$ cat src/rtl/mem_arbiter_if.sv
// Bus bundle between the two cache requesters, the memory and the arbiter.
interface mem_arbiter_if #(
  parameter int XLEN = 32
);

  logic [1:0]      dc2arb_command;
  logic [XLEN-1:0] dc2arb_addr;
  logic [63:0]     dc2arb_data;

  logic [1:0]      ic2arb_command;
  logic [XLEN-1:0] ic2arb_addr;

  logic [3:0]      mem2arb_response;
  logic [63:0]     mem2arb_data;
  logic [3:0]      mem2arb_tag;

  logic [1:0]      arb2mem_command;
  logic [XLEN-1:0] arb2mem_addr;
  logic [63:0]     arb2mem_data;

  logic [3:0]      arb2dc_response;
  logic [63:0]     arb2dc_data;
  logic [3:0]      arb2dc_tag;

  logic [3:0]      arb2ic_response;
  logic [63:0]     arb2ic_data;
  logic [3:0]      arb2ic_tag;

  logic [4:0]      outstanding_count;
  logic            tag_error;

  // Arbiter side of the bundle
  modport slave (
    input  dc2arb_command, dc2arb_addr, dc2arb_data,
    input  ic2arb_command, ic2arb_addr,
    input  mem2arb_response, mem2arb_data, mem2arb_tag,
    output arb2mem_command, arb2mem_addr, arb2mem_data,
    output arb2dc_response, arb2dc_data, arb2dc_tag,
    output arb2ic_response, arb2ic_data, arb2ic_tag,
    output outstanding_count, tag_error
  );

  // Environment side of the bundle (caches plus memory)
  modport master (
    output dc2arb_command, dc2arb_addr, dc2arb_data,
    output ic2arb_command, ic2arb_addr,
    output mem2arb_response, mem2arb_data, mem2arb_tag,
    input  arb2mem_command, arb2mem_addr, arb2mem_data,
    input  arb2dc_response, arb2dc_data, arb2dc_tag,
    input  arb2ic_response, arb2ic_data, arb2ic_tag,
    input  outstanding_count, tag_error
  );

endinterface

$ cat src/rtl/mem_arbiter.sv
// Two-requester memory arbiter (dcache, icache) with a tag ownership table
// that routes tagged memory returns back to whichever cache issued the load.
module mem_arbiter #(
  parameter int NUM_TAGS = 16
) (
  input logic          clock,
  input logic          reset,
  mem_arbiter_if.slave bus
);

  localparam logic [1:0] CMD_NONE  = 2'd0;
  localparam logic [1:0] CMD_LOAD  = 2'd1;
  localparam logic [1:0] CMD_STORE = 2'd2;

  typedef enum logic {
    REQ_DCACHE = 1'b0,
    REQ_ICACHE = 1'b1
  } requester_e;

  requester_e          lastWinner_q, lastWinner_d;
  logic [NUM_TAGS-1:0] valid_q, valid_d;
  logic [NUM_TAGS-1:0] owner_q, owner_d;
  logic                tagError_q, tagError_d;
  logic [4:0]          count_q, count_d;

  logic dcActive, icActive, grantDc, grantIc;
  logic accepted, acceptedLoad;
  logic retPresent, retHit, retToIc;

  // Pick the winner: the lone active requester, or the one that did not win last time
  always_comb begin
    dcActive = (bus.dc2arb_command == CMD_LOAD) || (bus.dc2arb_command == CMD_STORE);
    icActive = (bus.ic2arb_command == CMD_LOAD);
    grantDc  = dcActive && (!icActive || (lastWinner_q == REQ_ICACHE));
    grantIc  = icActive && !grantDc;
  end

  // Forward the winner's request to memory and memory's accept tag back to the winner
  always_comb begin
    bus.arb2mem_command = CMD_NONE;
    bus.arb2mem_addr    = '0;
    bus.arb2mem_data    = '0;
    bus.arb2dc_response = '0;
    bus.arb2ic_response = '0;
    if (grantDc) begin
      bus.arb2mem_command = bus.dc2arb_command;
      bus.arb2mem_addr    = bus.dc2arb_addr;
      bus.arb2mem_data    = bus.dc2arb_data;
      bus.arb2dc_response = bus.mem2arb_response;
    end else if (grantIc) begin
      bus.arb2mem_command = CMD_LOAD;
      bus.arb2mem_addr    = bus.ic2arb_addr;
      bus.arb2ic_response = bus.mem2arb_response;
    end
    accepted     = (bus.mem2arb_response != 4'd0) && (grantDc || grantIc);
    acceptedLoad = accepted && (bus.arb2mem_command == CMD_LOAD);
  end

  // Route a tagged memory return to the cache that owns the tag; unknown tags go nowhere
  always_comb begin
    retPresent      = (bus.mem2arb_tag != 4'd0);
    retHit          = retPresent && valid_q[bus.mem2arb_tag];
    retToIc         = owner_q[bus.mem2arb_tag];
    bus.arb2dc_data = '0;
    bus.arb2dc_tag  = '0;
    bus.arb2ic_data = '0;
    bus.arb2ic_tag  = '0;
    if (retHit && !retToIc) begin
      bus.arb2dc_data = bus.mem2arb_data;
      bus.arb2dc_tag  = bus.mem2arb_tag;
    end else if (retHit && retToIc) begin
      bus.arb2ic_data = bus.mem2arb_data;
      bus.arb2ic_tag  = bus.mem2arb_tag;
    end
  end

  // Next table state: retire returned tags first, then record newly accepted loads
  always_comb begin
    valid_d      = valid_q;
    owner_d      = owner_q;
    tagError_d   = tagError_q;
    lastWinner_d = lastWinner_q;
    count_d      = '0;
    if (accepted) begin
      lastWinner_d = grantIc ? REQ_ICACHE : REQ_DCACHE;
    end
    if (retPresent && !retHit) begin
      tagError_d = 1'b1;
    end
    if (retHit) begin
      valid_d[bus.mem2arb_tag] = 1'b0;
    end
    if (acceptedLoad) begin
      if (valid_q[bus.mem2arb_response] &&
          !(retHit && (bus.mem2arb_tag == bus.mem2arb_response))) begin
        tagError_d = 1'b1;
      end
      valid_d[bus.mem2arb_response] = 1'b1;
      owner_d[bus.mem2arb_response] = grantIc;
    end
    for (int i = 0; i < NUM_TAGS; i++) begin
      count_d = count_d + {4'd0, valid_d[i]};
    end
  end

  // State registers; reset forgets every outstanding tag
  always_ff @(posedge clock or negedge reset) begin
    if (!reset) begin
      lastWinner_q <= REQ_ICACHE;
      valid_q      <= '0;
      owner_q      <= '0;
      tagError_q   <= 1'b0;
      count_q      <= '0;
    end else begin
      lastWinner_q <= lastWinner_d;
      valid_q      <= valid_d;
      owner_q      <= owner_d;
      tagError_q   <= tagError_d;
      count_q      <= count_d;
    end
  end

  assign bus.outstanding_count = count_q;
  assign bus.tag_error         = tagError_q;

endmodule

$ cat src/flat_wrapper.sv
// flat-port wrapper written by rule: the top's interface ports become plain ports
module mem_arbiter_flat 
#(
  parameter int NUM_TAGS = 16
)
  (clock, reset, bus_dc2arb_command, bus_dc2arb_addr, bus_dc2arb_data, bus_ic2arb_command, bus_ic2arb_addr, bus_mem2arb_response, bus_mem2arb_data, bus_mem2arb_tag, bus_arb2mem_command, bus_arb2mem_addr, bus_arb2mem_data, bus_arb2dc_response, bus_arb2dc_data, bus_arb2dc_tag, bus_arb2ic_response, bus_arb2ic_data, bus_arb2ic_tag, bus_outstanding_count, bus_tag_error);
  mem_arbiter_if #(.XLEN(32)) bus_i ();
  input logic clock;
  input logic reset;
  input wire logic [$bits(bus_i.dc2arb_command)-1:0] bus_dc2arb_command;
  input wire logic [$bits(bus_i.dc2arb_addr)-1:0] bus_dc2arb_addr;
  input wire logic [$bits(bus_i.dc2arb_data)-1:0] bus_dc2arb_data;
  input wire logic [$bits(bus_i.ic2arb_command)-1:0] bus_ic2arb_command;
  input wire logic [$bits(bus_i.ic2arb_addr)-1:0] bus_ic2arb_addr;
  input wire logic [$bits(bus_i.mem2arb_response)-1:0] bus_mem2arb_response;
  input wire logic [$bits(bus_i.mem2arb_data)-1:0] bus_mem2arb_data;
  input wire logic [$bits(bus_i.mem2arb_tag)-1:0] bus_mem2arb_tag;
  output wire logic [$bits(bus_i.arb2mem_command)-1:0] bus_arb2mem_command;
  output wire logic [$bits(bus_i.arb2mem_addr)-1:0] bus_arb2mem_addr;
  output wire logic [$bits(bus_i.arb2mem_data)-1:0] bus_arb2mem_data;
  output wire logic [$bits(bus_i.arb2dc_response)-1:0] bus_arb2dc_response;
  output wire logic [$bits(bus_i.arb2dc_data)-1:0] bus_arb2dc_data;
  output wire logic [$bits(bus_i.arb2dc_tag)-1:0] bus_arb2dc_tag;
  output wire logic [$bits(bus_i.arb2ic_response)-1:0] bus_arb2ic_response;
  output wire logic [$bits(bus_i.arb2ic_data)-1:0] bus_arb2ic_data;
  output wire logic [$bits(bus_i.arb2ic_tag)-1:0] bus_arb2ic_tag;
  output wire logic [$bits(bus_i.outstanding_count)-1:0] bus_outstanding_count;
  output wire logic [$bits(bus_i.tag_error)-1:0] bus_tag_error;
  assign bus_i.dc2arb_command = bus_dc2arb_command;
  assign bus_i.dc2arb_addr = bus_dc2arb_addr;
  assign bus_i.dc2arb_data = bus_dc2arb_data;
  assign bus_i.ic2arb_command = bus_ic2arb_command;
  assign bus_i.ic2arb_addr = bus_ic2arb_addr;
  assign bus_i.mem2arb_response = bus_mem2arb_response;
  assign bus_i.mem2arb_data = bus_mem2arb_data;
  assign bus_i.mem2arb_tag = bus_mem2arb_tag;
  assign bus_arb2mem_command = bus_i.arb2mem_command;
  assign bus_arb2mem_addr = bus_i.arb2mem_addr;
  assign bus_arb2mem_data = bus_i.arb2mem_data;
  assign bus_arb2dc_response = bus_i.arb2dc_response;
  assign bus_arb2dc_data = bus_i.arb2dc_data;
  assign bus_arb2dc_tag = bus_i.arb2dc_tag;
  assign bus_arb2ic_response = bus_i.arb2ic_response;
  assign bus_arb2ic_data = bus_i.arb2ic_data;
  assign bus_arb2ic_tag = bus_i.arb2ic_tag;
  assign bus_outstanding_count = bus_i.outstanding_count;
  assign bus_tag_error = bus_i.tag_error;
  mem_arbiter #(.NUM_TAGS(NUM_TAGS)) u_core (.clock(clock), .reset(reset), .bus(bus_i));
endmodule
$ cat config.mk
export PLATFORM = sky130hd
export DESIGN_NAME = mem_arbiter_flat
export DESIGN_NICKNAME = d
export VERILOG_FILES = /design/src/rtl/mem_arbiter_if.sv /design/src/rtl/mem_arbiter.sv /design/src/flat_wrapper.sv
export SDC_FILE = /design/constraint.sdc
export NUM_CORES = 1
export LEC_CHECK = 0
export ABC_CLOCK_PERIOD_IN_PS = 4900
export CAP_MARGIN = 40
export CORE_AREA = 2 2 178 180
export DETAILED_ROUTE_END_ITERATION = 10
export DIE_AREA = 0 0 180 182
export PLACE_DENSITY = 0.54
export SLEW_MARGIN = 40
export SYNTH_ARGS = -nofsm -noshare
export SYNTH_HDL_FRONTEND = slang
export SYNTH_SLANG_ARGS = --single-unit
$ cat constraint.sdc
create_clock -name clock -period 4.9 [get_ports clock]
set_clock_uncertainty 0.1 [all_clocks]
set_input_delay 1.225 -clock clock [delete_from_list [all_inputs] [get_ports clock]]
set_output_delay 1.225 -clock clock [all_outputs]
set_load 0.05 [all_outputs]
==> results of run 1 <==
## power by group
| group | switching (mW) | internal (mW) | leakage (nW) | total, mW |
|---|---|---|---|---|
| Sequential | 0.0424 | 0.391 | 0.505 | 0.433 |
| Clock | 0.130 | 0.202 | 0.0740 | 0.332 |
| Combinational | 1.30 | 0.991 | 4.85 | 2.29 |
| Total | 1.47 | 1.58 | 5.43 | 3.05 |
## stage by stage
step	std cells	setup slack (ps)	TNS (ps)	total power [mW]	area, µm²
floorplan	593	-402	-1480	1.76	4610
global placement	1462	-840	-21930	2.68	10600
detailed placement	1462	-901	-24770	2.70	10600
CTS	1499	-182	-519	3.08	11000
global route	1509	-246	-762	3.24	11100
finish	1513	-151	-297	3.05	11100
## cell usage after synthesis, types with 2 or more instances
cell type | number | share of area [%]
ha_1 | 5 | 1.4
nand3b_1 | 2 | 0.33
and3_1 | 134 | 18
nand4_1 | 3 | 0.41
buf_2 | 6 | 0.66
clkbuf_1 | 34 | 2.8
xor2_1 | 3 | 0.58
a21oi_1 | 8 | 0.88
clkbuf_2 | 3 | 0.33
o21ai_0 | 50 | 5.5
xnor2_1 | 4 | 0.77
mux4_2 | 5 | 2.5
a21o_1 | 6 | 0.99
nand2b_1 | 9 | 1.2
and2_1 | 73 | 10
inv_1 | 15 | 1.2
buf_6 | 17 | 4.2
fa_1 | 10 | 4.4
o31ai_1 | 2 | 0.33
nor2b_1 | 5 | 0.69
mux2_2 | 11 | 2.7
nor2_1 | 17 | 1.4
nand3_1 | 13 | 1.4
dfrtp_1 | 38 | 21
nand2_1 | 88 | 7.3
o41ai_1 | 4 | 0.77
mux2i_1 | 5 | 1.1
mux4_1 | 4 | 2.3
nand3_2 | 2 | 0.44
## state kept, by name (all words and copies together), names as in the netlist
register / count
u_core.bus.tag_error: 1
u_core.bus.outstanding_count: 5
u_core.owner_q: 16
u_core.valid_q: 16
u_core.lastWinner_q: 1
## final cells by class
class / count / area share, %
multi-input cells: 477 / 29.9
clock buffers: 7 / 1.28
diodes: 12 / 0.270
flip-flops and latches: 39 / 8.80
well taps: 402 / 4.53
clock inverters: 1 / 0.0451
repair buffers: 560 / 54.7
inverters: 15 / 0.507
## metal layers
metal	vias up	part of all wire [%]	track usage, %	routed length, µm
met1	2825	38	19.5	11500
met4	20	1.5	3.45	463
met3	44	13	11.1	4040
met2	256	47	27.7	14100
li1	3065	-	-	-
met5	-	0.42	0	126
## what timing repair did
item,4_1_cts,5_1_grt
resized for setup,62,24
endpoints found under the setup margin,140,6
pin swaps,26,16
setup buffers,29,5
hold buffers,0,0
## final timing paths
| kind | startpoint | endpoint | slack (ps) | depth (start not counted) |
|---|---|---|---|---|
| min in group asynchronous | reset | u_core.owner_q[9]$_DFFE_PN0P_ | 1290 | 2 |
| worst min register to register | u_core.owner_q[0]$_DFFE_PN0P_ | u_core.owner_q[0]$_DFFE_PN0P_ | 280 | 0 |
| worst max register to register | u_core.lastWinner_q$_DFFE_PN1P_ | u_core.bus.outstanding_count[1]$_DFF_PN0_ | 430 | 15 |
| worst max-delay path | bus_ic2arb_command[1] | u_core.bus.outstanding_count[1]$_DFF_PN0_ | -150 | 14 |
| max in group asynchronous | reset | u_core.lastWinner_q$_DFFE_PN1P_ | 3050 | 2 |
| worst min-delay path | u_core.owner_q[0]$_DFFE_PN0P_ | u_core.owner_q[0]$_DFFE_PN0P_ | 280 | 0 |
## worst reg2reg max path, delay by kind of cell, from the launching register on
kind / cells / cell delay (ps)
AOI/OAI and AO/OA: 2 / 150
and+or+nand+nor: 2 / 270
buffers and inverters: 4 / 220
DFF: 1 / 540
adders and majority gates: 7 / 3090
## kinds of logic (layout without fill, tap and decap cells)
| kind of cell | after synthesis | in the layout | share of synthesized area, % |
|---|---|---|---|
| multiplexers | 25 | 25 | 8.60 |
| AO/OA/AOI/OAI | 80 | 80 | 10.7 |
| buffers and inverters | 77 | 583 | 9.76 |
| adder cells (fa/ha/maj) | 15 | 15 | 5.77 |
| AND/OR/NAND/NOR | 350 | 350 | 42.4 |
| XOR/XNOR | 7 | 7 | 1.35 |
| flip-flops | 39 | 39 | 21.5 |
| other | 0 | 12 | 0 |
==> flow_summary.yaml, run 1 <==
layout:
  nets: 1319
  areaGrowthSynthToFinish_pct: 144
  layout_common_cells: "229 x buf_4, 199 x clkdlybuf4s50_1, 134 x and3_1, 106 x buf_12, 85 x nand2_1"
  utilization_pct: 35.8
  seqCellArea_um2: 977
  drive_above_1_share_pct: 38.3
  fillers: 3139
  multi_input_area_mm2: 0.00332
  final_common_cell: "buf_4"
timing:
  hold_viol_final: 0
  whs_ps: 282
  setup_viol: 4
  tightest_slew_ps: 592
  slew_headroom_pct: 60.5
  setup_ws_ps: -151
  fmax_mhz: 198
  rsz0062_at_grt: "true"
  final_max_slew_viol_count: 0
  min_period_over_period_pct: 103
  fin_crit_ps: 5050
critical_path:
  worstPathRequired_ps: 4960
  crit_chain: "buf_6, nand2b_4, o21a_4, nor4b_4, nand2_2, nand2_2, fa_1, fa_1, fa_1, fa_1, inv_2, fa_2, inv_2, fa_2"
  worst_setup_path_start_kind: "primary input"
  criticalPathCategory: "primary input to flip-flop"
  critPathCaptureType: "flip-flop"
  cp_max_fo: 4
  path_delay_family: "adder cells"
  arrival_ps: 5110
  cp_slowest_cell: "fa_1"
  max_stage_delay_ps: 530
  path_buf_inv: 3
  cpMostUsedCell: "fa_1"
clocking:
  root_buffer: "clkbuf_16"
  cts_made_buffers: 5
  clockBufferDepth: 2
  cts_sinks: 39
  clock_latency_ps: 280
  htreeDepth: 2
  clkTransAtPathRegs_ps: 60
  cts_tree: "built"
detailed_routing:
  num_vias: 6210
  ant_nets: 0
  route.detailed.drc: 0
  drt_iter0_markers: 253
  viasPerCell: 4.10
  wire_per_inst_um: 20.0
  wl_mm: 30.2
  dr.pass1.iters: 4
placement:
  port_buffers: 453
  gp_congestion: 0.898
  dp.final_hpwl_mm: 25.8
logic_synthesis:
  ys_warn_count: 0
  syn-num-nets: 814
  ys_types: 46
  netlist_instances: 593
  synth.yosys.seq_area_share_pct: 21.5
  syn_area_mm2: 0.00455
  synth_edf_count: 0
  avgSynthCellArea_um2: 7.68
  synth-main-ff-cell: "dfrtp_1"
  async_reset_ff_share_pct: 100
  ys_ff_latch: 39
run_status:
  status: "finished with violations"
  violations: "negative setup slack"
min_path:
  min_path_type: "flip-flop to flip-flop"
global_route:
  grt_max_degree: 133
  grt_pass1_wl_mm: 42.6
  gr-total-overflow: 0
  first_global_vias: 6228
  antenna_found_initial: 24
  track_usage_pct: 17.3
die:
  dieArea_mm2: 0.0328
  die_h_um: 182
  initial_utilization_pct: 14.7
  ios: 454
  num_rows: 65
  die_w_um: 180
  core_area_mm2: 0.0310
power_and_ir_drop:
  max-vdd-ir-drop_mv: 0.155
  powerDensity_mw_per_mm2: 275
  p_leak_nw: 5.43
run:
  timing.max_cap.violations: 0
No activity file was read; power rests on OpenSTA's default activity.
==> run 2, diff against run 1 <==
- PLACE_DENSITY: 0.54 -> default
- PLACE_DENSITY_LB_ADDON: default -> 0.05
==> run 2 against run 1 <==
  * The run still ends with negative setup slack left
  * Die area is the same
  * Non-clock buffer count fell by 18
  * Sequential share of layout area rose by 0.094 points
  * Global-route usage up 2.1 points
  * Clock power shrank 3%
  * Worst hold slack lost 8.1 ps
  * Combinational power up 2%
  * First-iteration DRC count up 28%
  * Largest power group unchanged
==> flow_summary.yaml, run 2 (same netlist as run 1, synthesis figures left out) <==
global_route:
  grt_pass1_wl_mm: 46.3
  track_usage_pct: 19.4
  first_global_vias: 6155
  grt_max_degree: 87
  gr-total-overflow: 0
  antenna_found_initial: 11
clocking:
  clock_latency_ps: 280
  cts_sinks: 39
  ctsHoldBuffers: 0
  cts_made_buffers: 5
  htreeDepth: 2
  root_buffer: "clkbuf_16"
  cts_tree: "built"
  clkTransAtPathRegs_ps: 60
  clockBufferDepth: 2
placement:
  dp.final_hpwl_mm: 29.1
  placed_cell_area_mm2: 0.0107
  gp_congestion: 0.800
  port_buffers: 453
  place_inst: 1462
timing:
  final_max_slew_viol_count: 0
  fin_crit_ps: 5030
  tightest_slew_ps: 553
  fmax_mhz: 199
  rsz0062_at_grt: "true"
  slew_headroom_pct: 63.1
  hold_viol_final: 0
  min_period_over_period_pct: 103
  setup_viol: 4
  setup_ws_ps: -132
critical_path:
  cp_max_fo: 4
  worstPathRequired_ps: 4960
  crit_chain: "buf_2, mux2i_1, nand3_2, nand4_1, o31ai_2, nand2_4, fa_1, fa_1, fa_1, fa_1, inv_2, fa_2, inv_2, fa_2"
  worstReg2RegStart: "u_core.lastWinner_q$_DFFE_PN1P_"
  r2r_cells: 15
  arrival_ps: 5090
  criticalPathCategory: "primary input to flip-flop"
  cp_slowest_cell: "fa_1"
  max_stage_delay_ps: 540
  worst-r2r-setup-slack_ps: 420
  r2r_end: "u_core.bus.outstanding_count[1]$_DFF_PN0_"
  worst_setup_path_start_kind: "primary input"
  cpMostUsedCell: "fa_1"
  critPathCaptureType: "flip-flop"
min_path:
  holdPathStages: 0
  min_path_type: "flip-flop to flip-flop"
  min_from: "u_core.owner_q[0]$_DFFE_PN0P_"
  min_to: "u_core.owner_q[0]$_DFFE_PN0P_"
die:
  ios: 454
  initial_utilization_pct: 14.7
  die_h_um: 182
  die_w_um: 180
  core_area_mm2: 0.0310
  dieArea_mm2: 0.0328
  num_rows: 65
layout:
  utilization_pct: 35.5
  fin_area_mm2: 0.0110
  nets: 1301
  areaGrowthSynthToFinish_pct: 141
  final_common_cell: "buf_4"
  layout_common_cells: "215 x buf_4, 198 x clkdlybuf4s50_1, 134 x and3_1, 114 x buf_12, 85 x nand2_1"
  layoutNonFillerInstCount: 1488
  drive_above_1_share_pct: 37.3
detailed_routing:
  viasPerCell: 4.11
  num_vias: 6113
  route.detailed.drc: 0
  dr.pass1.iters: 5
  ant_nets: 0
  drt_iter0_markers: 323
  wire_per_inst_um: 22.6
  wl_mm: 33.6
power_and_ir_drop:
  p_int_mw: 1.60
  clock_power_share_pct: 10.4
  combPwrFrac_pct: 75.7
  max-vdd-ir-drop_mv: 0.185
  swShare_pct: 48.4
  p_seq_share_pct: 13.9
  power.switching_mw: 1.50
  p_leak_nw: 5.36
  powerDensity_mw_per_mm2: 282
run:
  timing.max_cap.violations: 0
run_status:
  violations: "negative setup slack"
  status: "finished with violations"
[run 2: cell types whose count changed in the layout (fill, tap and decap cells not counted), sizes merged]
cell,delta
buf,-19
clkbuf,+1
clkdlybuf4s15,-1
clkdlybuf4s50,-1
clkinvlp,+1
diode,-7
dlygate4sd2,+1
[run 2: repair_timing]
item / in CTS / in global routing
setup buffers: 7 / 6
endpoints found under the setup margin: 141 / 72
pin swaps: 20 / 20
gates resized for setup: 43 / 25
[run 2: metrics by stage]
stage | worst slack, ps | TNS (ps) | hold slack (ps) | total power, mW
after floorplan | -402 | -1480 | 322 | 1.76
after global placement | -905 | -53540 | 267 | 2.75
after detailed placement | -907 | -53080 | 260 | 2.75
after CTS | -278 | -858 | 274 | 3.13
after global routing | -313 | -1060 | 301 | 3.29
final | -132 | -256 | 273 | 3.09
[run 2: critical path, delay by kind of cell]
family	cells	cell delay, ps
simple gates	3	380
mux	1	140
compound gates	1	330
buf+inv	3	260
fa+ha+maj	6	2750
[run 2: worst max-delay path by stage]
stage                               start                                   endpoint
floorplan           bus_ic2arb_command[1]  u_core.bus.outstanding_count[1]$_DFF_PN0_
global placement       bus_mem2arb_tag[0]  u_core.bus.outstanding_count[1]$_DFF_PN0_
detailed placement  bus_ic2arb_command[1]  u_core.bus.outstanding_count[1]$_DFF_PN0_
CTS                 bus_ic2arb_command[1]  u_core.bus.outstanding_count[1]$_DFF_PN0_
global route           bus_mem2arb_tag[0]  u_core.bus.outstanding_count[1]$_DFF_PN0_
finish                 bus_mem2arb_tag[0]  u_core.bus.outstanding_count[1]$_DFF_PN0_
[run 2: power groups by stage]
stage / Sequential (mW) / Combinational, mW / Clock [mW]
2_1_floorplan: 0.470 / 1.29 / 0
3_3_place_gp: 0.436 / 2.31 / 0
3_5_place_dp: 0.434 / 2.32 / 0
4_1_cts: 0.429 / 2.36 / 0.333
5_1_grt: 0.435 / 2.51 / 0.345
6_report: 0.429 / 2.34 / 0.323
[run 2: area by class of cell]
class / count / area, µm²
fillers: 3225 / 20000
repair buffers: 542 / 6000
multi-input cells: 477 / 3300
flip-flops and latches: 39 / 977
well taps: 402 / 503
clock buffers: 6 / 129
inverters: 15 / 56.3
clock inverters: 2 / 12.5
diodes: 5 / 12.5
[run 2: routing by layer]
metal	vias up	track usage [%]	share of wire [%]
li1	3013	-	-
met2	238	34.6	50
met4	14	1.07	0.26
met1	2832	23.2	41
met3	16	7.34	8.5
met5	-	0	0.27
